**config.mk**
```make
export PLATFORM = sky130hd
export DESIGN_NAME = bf16_mul_round_pack
export DESIGN_NICKNAME = d
export VERILOG_FILES = /design/src/rtl/bf16_pkg.sv /design/src/rtl/bf16_round_pack.sv /design/src/rtl/bf16_mul_round_pack.sv
export SDC_FILE = /design/constraint.sdc
export NUM_CORES = 1
export LEC_CHECK = 0
export BUFFER_PORTS_ARGS = -buffer_cell sky130_fd_sc_hd__buf_2
export CAP_MARGIN = 20
export CORE_UTILIZATION = 58
export DETAILED_ROUTE_END_ITERATION = 6
export PLACE_DENSITY = 0.85
export SYNTH_ARGS = -nofsm -noshare
export SYNTH_HDL_FRONTEND = slang
export SYNTH_SLANG_ARGS = --single-unit
```
**constraint.sdc**
```tcl
create_clock -name clk -period 8.3 [get_ports clk]
set_input_delay 1.245 -clock clk [delete_from_list [all_inputs] [get_ports clk]]
set_output_delay 1.245 -clock clk [all_outputs]
set_load 0.02 [all_outputs]
```
**src/rtl/bf16_pkg.sv**
```systemverilog
// Shared constants and stage-1 record for the bfloat16 multiplier back end.
// Pure definitions: no logic, no latency.
// Backpressure: not applicable.
package bf16_pkg;

    localparam int BIAS     = 127;
    localparam int EXP_MAX  = 255;
    localparam logic [15:0] QNAN = 16'h7FC0;

    localparam int FLAG_INVALID   = 3;
    localparam int FLAG_OVERFLOW  = 2;
    localparam int FLAG_UNDERFLOW = 1;
    localparam int FLAG_INEXACT   = 0;

    typedef enum logic [1:0] {
        CLS_NORM = 2'd0,
        CLS_ZERO = 2'd1,
        CLS_INF  = 2'd2,
        CLS_NAN  = 2'd3
    } cls_t;

    typedef struct packed {
        logic               sign;
        logic signed [9:0]  e;
        logic [6:0]         frac;
        logic               guard;
        logic               sticky;
        cls_t               cls;
    } s1_t;

endpackage

```
**src/rtl/bf16_round_pack.sv**
```systemverilog
// Round-to-nearest-even, exponent clamp and special-value mux for one result.
// Latency: combinational.
// Backpressure: none; the caller registers the outputs.
module bf16_round_pack
    import bf16_pkg::*;
(
    input  s1_t         s1,
    output logic [15:0] data,
    output logic [3:0]  flags
);

    localparam logic signed [9:0] E_MAX = 10'(EXP_MAX);

    logic              rnd_up;
    logic              carry;
    logic [6:0]        frac_r;
    logic signed [9:0] e_r;

    always_comb begin
        rnd_up          = s1.guard & (s1.sticky | s1.frac[0]);
        {carry, frac_r} = {1'b0, s1.frac} + {7'd0, rnd_up};
        e_r             = s1.e + $signed({9'd0, carry});

        data  = 16'h0000;
        flags = 4'h0;
        if (s1.cls == CLS_NAN) begin
            data                = QNAN;
            flags[FLAG_INVALID] = 1'b1;
        end else if (s1.cls == CLS_INF) begin
            data = {s1.sign, 8'hFF, 7'd0};
        end else if (s1.cls == CLS_ZERO) begin
            data = {s1.sign, 8'h00, 7'd0};
        end else if (e_r >= E_MAX) begin
            data                 = {s1.sign, 8'hFF, 7'd0};
            flags[FLAG_OVERFLOW] = 1'b1;
            flags[FLAG_INEXACT]  = 1'b1;
        end else if (e_r <= 10'sd0) begin
            // No subnormal outputs: anything below the normal range flushes.
            data                  = {s1.sign, 8'h00, 7'd0};
            flags[FLAG_UNDERFLOW] = 1'b1;
            flags[FLAG_INEXACT]   = 1'b1;
        end else begin
            data                = {s1.sign, e_r[7:0], frac_r};
            flags[FLAG_INEXACT] = s1.guard | s1.sticky;
        end
    end

endmodule

```
**src/rtl/bf16_mul_round_pack.sv**
```systemverilog
// bfloat16 multiplier back end: normalize, bias-correct, round, clamp, pack.
// Latency: 2 register stages (stage-1 record, then output register).
// Backpressure: valid/ready; in_ready = !v1 | !v2 | out_ready, no bubbles.
module bf16_mul_round_pack
    import bf16_pkg::*;
(
    input  logic        clk,
    input  logic        rst_n,
    input  logic        in_valid,
    output logic        in_ready,
    input  logic [15:0] in_prod,
    input  logic [7:0]  in_a_exp,
    input  logic [7:0]  in_b_exp,
    input  logic        in_a_frac_nz,
    input  logic        in_b_frac_nz,
    input  logic        in_sign,
    output logic        out_valid,
    input  logic        out_ready,
    output logic [15:0] out_data,
    output logic [3:0]  out_flags
);

    logic        v1;
    logic        v2;
    logic        adv2;
    s1_t         s1_d;
    s1_t         s1_q;
    logic [15:0] rp_data;
    logic [3:0]  rp_flags;

    logic        norm;
    logic [9:0]  e_sum;
    logic        a_max, b_max, a_zero, b_zero;

    assign adv2      = !v2 | out_ready;
    assign in_ready  = !v1 | adv2;
    assign out_valid = v2;

    always_comb begin
        norm   = in_prod[15];
        // 10-bit wrap gives the two's-complement value in -127..384.
        e_sum  = {2'b00, in_a_exp} + {2'b00, in_b_exp} + {9'd0, norm} - 10'(BIAS);
        a_max  = (in_a_exp == 8'(EXP_MAX));
        b_max  = (in_b_exp == 8'(EXP_MAX));
        a_zero = (in_a_exp == 8'd0);
        b_zero = (in_b_exp == 8'd0);

        s1_d.sign = in_sign;
        s1_d.e    = $signed(e_sum);
        if (norm) begin
            s1_d.frac   = in_prod[14:8];
            s1_d.guard  = in_prod[7];
            s1_d.sticky = |in_prod[6:0];
        end else begin
            s1_d.frac   = in_prod[13:7];
            s1_d.guard  = in_prod[6];
            s1_d.sticky = |in_prod[5:0];
        end

        if ((a_max & in_a_frac_nz) | (b_max & in_b_frac_nz) |
            (a_max & b_zero) | (b_max & a_zero))
            s1_d.cls = CLS_NAN;
        else if (a_max | b_max)
            s1_d.cls = CLS_INF;
        else if (a_zero | b_zero)
            s1_d.cls = CLS_ZERO;
        else
            s1_d.cls = CLS_NORM;
    end

    always_ff @(posedge clk or negedge rst_n) begin
        if (!rst_n)
            v1 <= 1'b0;
        else if (in_ready)
            v1 <= in_valid;
    end

    always_ff @(posedge clk) begin
        if (in_valid & in_ready)
            s1_q <= s1_d;
    end

    bf16_round_pack u_round_pack (
        .s1    (s1_q),
        .data  (rp_data),
        .flags (rp_flags)
    );

    always_ff @(posedge clk or negedge rst_n) begin
        if (!rst_n) begin
            v2        <= 1'b0;
            out_data  <= 16'h0000;
            out_flags <= 4'h0;
        end else if (adv2) begin
            v2 <= v1;
            if (v1) begin
                out_data  <= rp_data;
                out_flags <= rp_flags;
            end
        end
    end

endmodule

```
# Word level (Yosys, flattened, before mapping)
# Index checks and enable logic that the tools add are counted.
# word_totals
register_bits,44
out_inout_bits,22
word_cells,63
# classes
addsub,5
order_cmp,2
eq_ne,5
mux,17
bitwise_logic,15
reduce_logical,8
# ops
cell,count
$mux W15,4
$eq A8 B8 Y1 const B,2
$logic_not A8 Y1,2
$mux W16,1
$add A10 B2 Y10,1
$add A9 B1 Y10,1
$ge A10 B9 Y1 const B,1
$le A10 B1 Y1 const B,1
$sub A10 B7 Y10 const B,1
$add A8 B8 Y9,1
$mux W3,3
$mux W9,1
$or A1 B1 Y1,9
$add A7 B1 Y8,1
$mux W1,8
$reduce_or A7 Y1,1
$and A1 B1 Y1,6
$reduce_or A6 Y1,1
$eq A2 B2 Y1 const B,2
$eq A2 B1 Y1 const B,1
$logic_not A1 Y1,2
$reduce_and A2 Y1,1
$reduce_or A2 Y1,1

# Depth between registers and ports, before layout
# logic_depth
depth_word,10
mapped_depth,14
depth_no_buf,13

# By module
# A second synthesis with hierarchy kept.
# unflattened
cells_unflattened,256
area_unflattened_um2,2956.6
# modules_own_cells
mod,n_inst,cells_each,area_each_um2,seq_area_each_um2
bf16_mul_round_pack,1,159,2173.3,1211.2
bf16_round_pack,1,97,783.3,0.0

# Worst setup path after synthesis
# Ideal clock, no wire load.
# synth_timing
path_kind,input-to-reg
start,in in_prod[15]
end,reg s1_q[20] (netlist bit) (data pin)
setup_ns,0.174
t_arrival_ns,3.248
t_required_ns,8.126
setup_slack_ns,4.877
stages,10
n_path_buf,1
path_cell_list,clkbuf_1 inv_1 ha_1 inv_1 ha_1 a21o_1 a21oi_1 o21ai_0 or4_1 a311oi_1
# synth_between
elab_chain_cells,2
# synth_lines
item,line,text
start: declaration,bf16_mul_round_pack.sv:11,"input logic [15:0] in_prod,"
$add A9 B1 Y10,bf16_mul_round_pack.sv:42,"e_sum = {2'b00, in_a_exp} + {2'b00, in_b_exp} + {9'd0, norm} - 10'(BIAS);"
$sub A10 B7 Y10,bf16_mul_round_pack.sv:42,
named net e_sum[9],bf16_mul_round_pack.sv:32,logic [9:0] e_sum;
end signal: assignment,bf16_mul_round_pack.sv:80,s1_q <= s1_d;
end: declaration,bf16_mul_round_pack.sv:27,s1_t s1_q;
# The timed path passes the listed nets, and every way through them passes these cells.
# A chain may end at the register's enable or synchronous reset.

# Worst setup path in the final report
# layout_timing
start,reg s1_q[2] (netlist bit)
end,reg out_data[6]
# layout_between
elab_chain_cells,10
word_cells_on_any_way,11
cone_classes,add/sub (2); order compare (2); mux (5); bitwise (2)
# layout_lines
item,line,text
$or A1 B1 Y1 *,bf16_round_pack.sv:20,rnd_up = s1.guard & (s1.sticky | s1.frac[0]);
$and A1 B1 Y1 *,bf16_round_pack.sv:20,
$add A7 B1 Y8 *,bf16_round_pack.sv:21,"{carry, frac_r} = {1'b0, s1.frac} + {7'd0, rnd_up};"
$add A10 B2 Y10,bf16_round_pack.sv:22,"e_r = s1.e + $signed({9'd0, carry});"
$le A10 B1 Y1,bf16_round_pack.sv:37,end else if (e_r <= 10'sd0) begin
$mux W15,bf16_round_pack.sv:37,
$mux W15 *,bf16_round_pack.sv:33,end else if (e_r >= E_MAX) begin
$mux W15 *,bf16_round_pack.sv:31,end else if (s1.cls == CLS_ZERO) begin
$mux W15 *,bf16_round_pack.sv:29,end else if (s1.cls == CLS_INF) begin
$mux W16 *,bf16_round_pack.sv:26,if (s1.cls == CLS_NAN) begin
end signal: assignment,bf16_mul_round_pack.sv:97,out_data <= rp_data;
end: declaration,bf16_mul_round_pack.sv:19,"output logic [15:0] out_data,"
# Every way passes the cells marked *; elsewhere a longest branch is shown, timed or not.

==> implementation parameters <==
Parameter                              Value

Timing
  Setup-violating endpoint count in the final report    0
  Hold Vio Cnt, Final    0
  Post-route clock skew    0.004952 ns
  Final cycle utilization of the critical path    0.3988
  Final Critical Period    roughly 3.3 ns
  Highest Clock Rate    302.1 MHz
  Setup repair after global routing missed its margin    no
  Final total negative setup slack    0 ns
  Count of final max-slew check failures    0
  Slew of the pin with the lowest slew margin    0.9252 ns
  Slew margin rel.    0.3832
  PnR worst setup slack    4.990 ns
  Post-route worst hold slack    0.4761 ns

Synthesis
  Warnings, synthesis    0
  Number of distinct standard cells referenced by the synthesized netlist    49
  Synthesized cell area    approximately 2600 um2
  Avg Inst Size Synth    between 10 and 15 um2
  Synth Register Bits    44
  Synth Instances    240
  Post-Synthesis Net Count    300
  Async S/R FF share, synth    0.5000
  Number of enable flip-flop cells after synthesis    22
  Sequential share of the synthesized area    0.4575
  Top FF cell, synth    sky130_fd_sc_hd__edfxtp_1

Pwr
  Leakage power    0.001395 uW
  Max rail drop VDD    0.00007917 V
  Combinational cell fraction of total power    0.240
  Switching Fraction    0.2854
  Internal power of the cells    433.5 uW
  Sequential cell fraction of total power    0.467
  Clock network fraction of total power    0.293
  Power density of the placed cells    197.1 nW/um2
  Pwr Total    a little over 600 uW
  Switch Pwr    173.1 uW

GRT
  Antenna violations before repair    0
  Met1 track demand over resource    0.2751
  All-Layer GR Usage    0.2181
  Vias in the first global route    roughly 1900
  Met2 Usage GRT    0.3657
  Largest net degree at the start of global routing    26
  GR met3 Demand/Resource    0.04797
  Wire length of the first global-routing pass    8259 um
  Remaining global-route overflow    0
  Busiest layer in global routing    met2

Setup path
  Data arrival time of the worst path    between 3 and 4 ns
  Setup crit end kind    register
  Start-to-end type of the worst setup path    reg -> reg
  Critical Path Fanout Max    7
  Required time worst endpoint    8.47 ns
  R2R Setup Slk    4.99 ns
  Crit start category    register

CTS
  Buffers inserted during post-CTS setup optimization    0
  Hold-fix buffers, CTS    0
  Cts bufs inserted    5
  Clock edge transition at the registers on the reported setup and hold paths    ~0.080 ns
  Gates resized, CTS repair    0
  Clk sink count    44
  Max clock buf depth    2
  Clk Latency, worst-skew pair    0.30 ns
  CTS H-Tree Depth    2
  CTS tree    built
  Clk root buf    sky130_fd_sc_hd__clkbuf_8

Route
  Remaining routing DRC violations    0
  Total via count after detailed routing    about 2000
  DRC marker count from the first detailed-route iteration    104
  Mean routed wirelength per cell    13.60 um
  Overall routed net length    4800 um
  Total iterations of the first detailed-routing run    4
  Number of nets with antenna violations after detailed routing    0
  Post-detailed-route via-to-cell ratio    5.640

Floorplanning
  Starting density of the core    0.6039
  Placement row count    24
  Core outline area    4384 um2
  Total die area    around 4800 um2
  Die span in x    69.56 um
  I/O pin count    61
  Chip height    69.56 um

Job
  Max-Cap Viols    0

Cells and area
  Number of nets in the final layout    360
  Area Overhead vs Synth    16.26%
  Fraction of final layout cells sized beyond drive strength 1    0.3056
  Non-filler instance count after layout    353
  Antenna diode count    0

Worst hold path
  Worst hold path type    reg -> reg

Placed design
  GPL Wtd Cong    between 0.8 and 0.9
  Count of buffers inserted at the top-level ports    60
  Total instance count after detailed placement    345
  Placed wire-length estimate after detailed placement    between 3000 and 4000 um
  Worst setup slack after placement    4.846 ns

Run status
  Run status    finished, final reports clean
-- worst paths after layout --
kind | endpoint | start | cells after the start
worst max-delay path | out_data[6] | s1_q[2] | 13
worst min-delay path | out_data[1] | out_data[1] | 2
worst max register to register | out_data[6] | s1_q[2] | 13
worst min register to register | out_data[1] | out_data[1] | 2
max in group asynchronous | v1 | rst_n | 1
min in group asynchronous | out_data[10] | rst_n | 1
-- power groups by stage --
stage	Combinational, uW	Sequential (uW)	Clock, uW
final	145	283	178
after global routing	163	287	190
after CTS	147	283	180
after detailed placement	146	288	0
after global placement	141	286	0
after floorplan	91.3	300	0
-- layout make-up --
cell class | count | area [um2]
clock buffer | 7 | 97.59
clock inverter | 1 | 30.03
fill | 341 | 1306
inverter | 16 | 60.06
multi-input combinational | 173 | 1314
sequential | 44 | 1211
tap | 52 | 65.06
timing repair buffer | 60 | 300.3
-- per-layer routing --
metal  vias up  share of wire
met2        75           0.48
li1       1002              -
met4         0          0.016
met1       906           0.44
met5         -              0
met3         8          0.062
-- registers in the layout (all words and copies together) (netlist names) --
signal,flops
out_valid,1
s1_q,22
out_data,16
out_flags,4
v1,1
-- Yosys cell counts, drive strengths merged, types with 4 or more instances --
cell    count  area, um2
or4         4      30.03
dfrtp      22      550.5
nand4       6      37.54
nand3       6      40.04
mux2        8      90.09
o21ai      13      87.58
ha         20      250.2
xnor2      12      112.6
buf         4      41.29
nand2      24      92.59
inv        16      60.06
edfxtp     22      660.6
nor2       12      45.04
a21oi       8      40.04
a221o       6      61.31
nor4        5      31.28
nor3        8      45.04
xor2       10      95.10
-- metrics by stage --
stage                     cell area [um2]    util
after global placement               2950  0.6729
after CTS                            3078  0.7021
after global routing                 3078  0.7021
after floorplan                      2648       -
final                                3078  0.7021
after detailed placement             2950  0.6729
-- layout by cell type (no fill, tap or decap), types with 2 or more instances in the layout --
master,count
sky130_fd_sc_hd__o21ai_2,6
sky130_fd_sc_hd__ha_1,20
sky130_fd_sc_hd__clkbuf_8,5
sky130_fd_sc_hd__edfxtp_1,22
sky130_fd_sc_hd__or3_1,2
sky130_fd_sc_hd__a21oi_1,8
sky130_fd_sc_hd__nor2_1,12
sky130_fd_sc_hd__nand3_1,4
sky130_fd_sc_hd__or4_1,4
sky130_fd_sc_hd__and3_1,3
sky130_fd_sc_hd__a311oi_1,2
sky130_fd_sc_hd__nand2b_1,3
sky130_fd_sc_hd__nor4_1,5
sky130_fd_sc_hd__xnor2_1,11
sky130_fd_sc_hd__a221o_1,5
sky130_fd_sc_hd__nand2_1,23
sky130_fd_sc_hd__a211o_1,2
sky130_fd_sc_hd__nand4_1,6
sky130_fd_sc_hd__inv_1,16
sky130_fd_sc_hd__mux2_2,8
sky130_fd_sc_hd__a21o_1,3
sky130_fd_sc_hd__dfrtp_1,22
sky130_fd_sc_hd__nor3_1,7
sky130_fd_sc_hd__nand3_2,2
sky130_fd_sc_hd__buf_2,60
sky130_fd_sc_hd__xor2_1,9
sky130_fd_sc_hd__o21ai_0,7
sky130_fd_sc_hd__a2bb2oi_1,2
-- kinds of logic (layout without fill, tap and decap cells) --
kind of cell / after synthesis / after routing / share of synthesized area
AND/OR/NAND/NOR: 77 / 77 / 0.1503
AO/OA/AOI/OAI: 45 / 45 / 0.1314
flip-flops: 44 / 44 / 0.4575
buffers and inverters: 23 / 84 / 0.04631
XOR/XNOR: 22 / 22 / 0.07845
adder cells (fa/ha/maj): 21 / 21 / 0.1021
multiplexers: 8 / 8 / 0.03403
-- worst max-delay path, stage by stage, from the launching register on --
cell,delay (ns)
sky130_fd_sc_hd__edfxtp_1,0.39
sky130_fd_sc_hd__o21a_1,0.19
sky130_fd_sc_hd__ha_1,0.20
sky130_fd_sc_hd__nand3_1,0.11
sky130_fd_sc_hd__nor2_1,0.08
sky130_fd_sc_hd__and3_1,0.19
sky130_fd_sc_hd__ha_1,0.23
sky130_fd_sc_hd__ha_1,0.29
sky130_fd_sc_hd__nor3_1,0.15
sky130_fd_sc_hd__a31oi_1,0.05
sky130_fd_sc_hd__or4_1,0.42
sky130_fd_sc_hd__nor3_1,0.31
sky130_fd_sc_hd__or4_1,0.42
sky130_fd_sc_hd__o221ai_2,0.14
No activity file was read; power rests on OpenSTA's default activity.
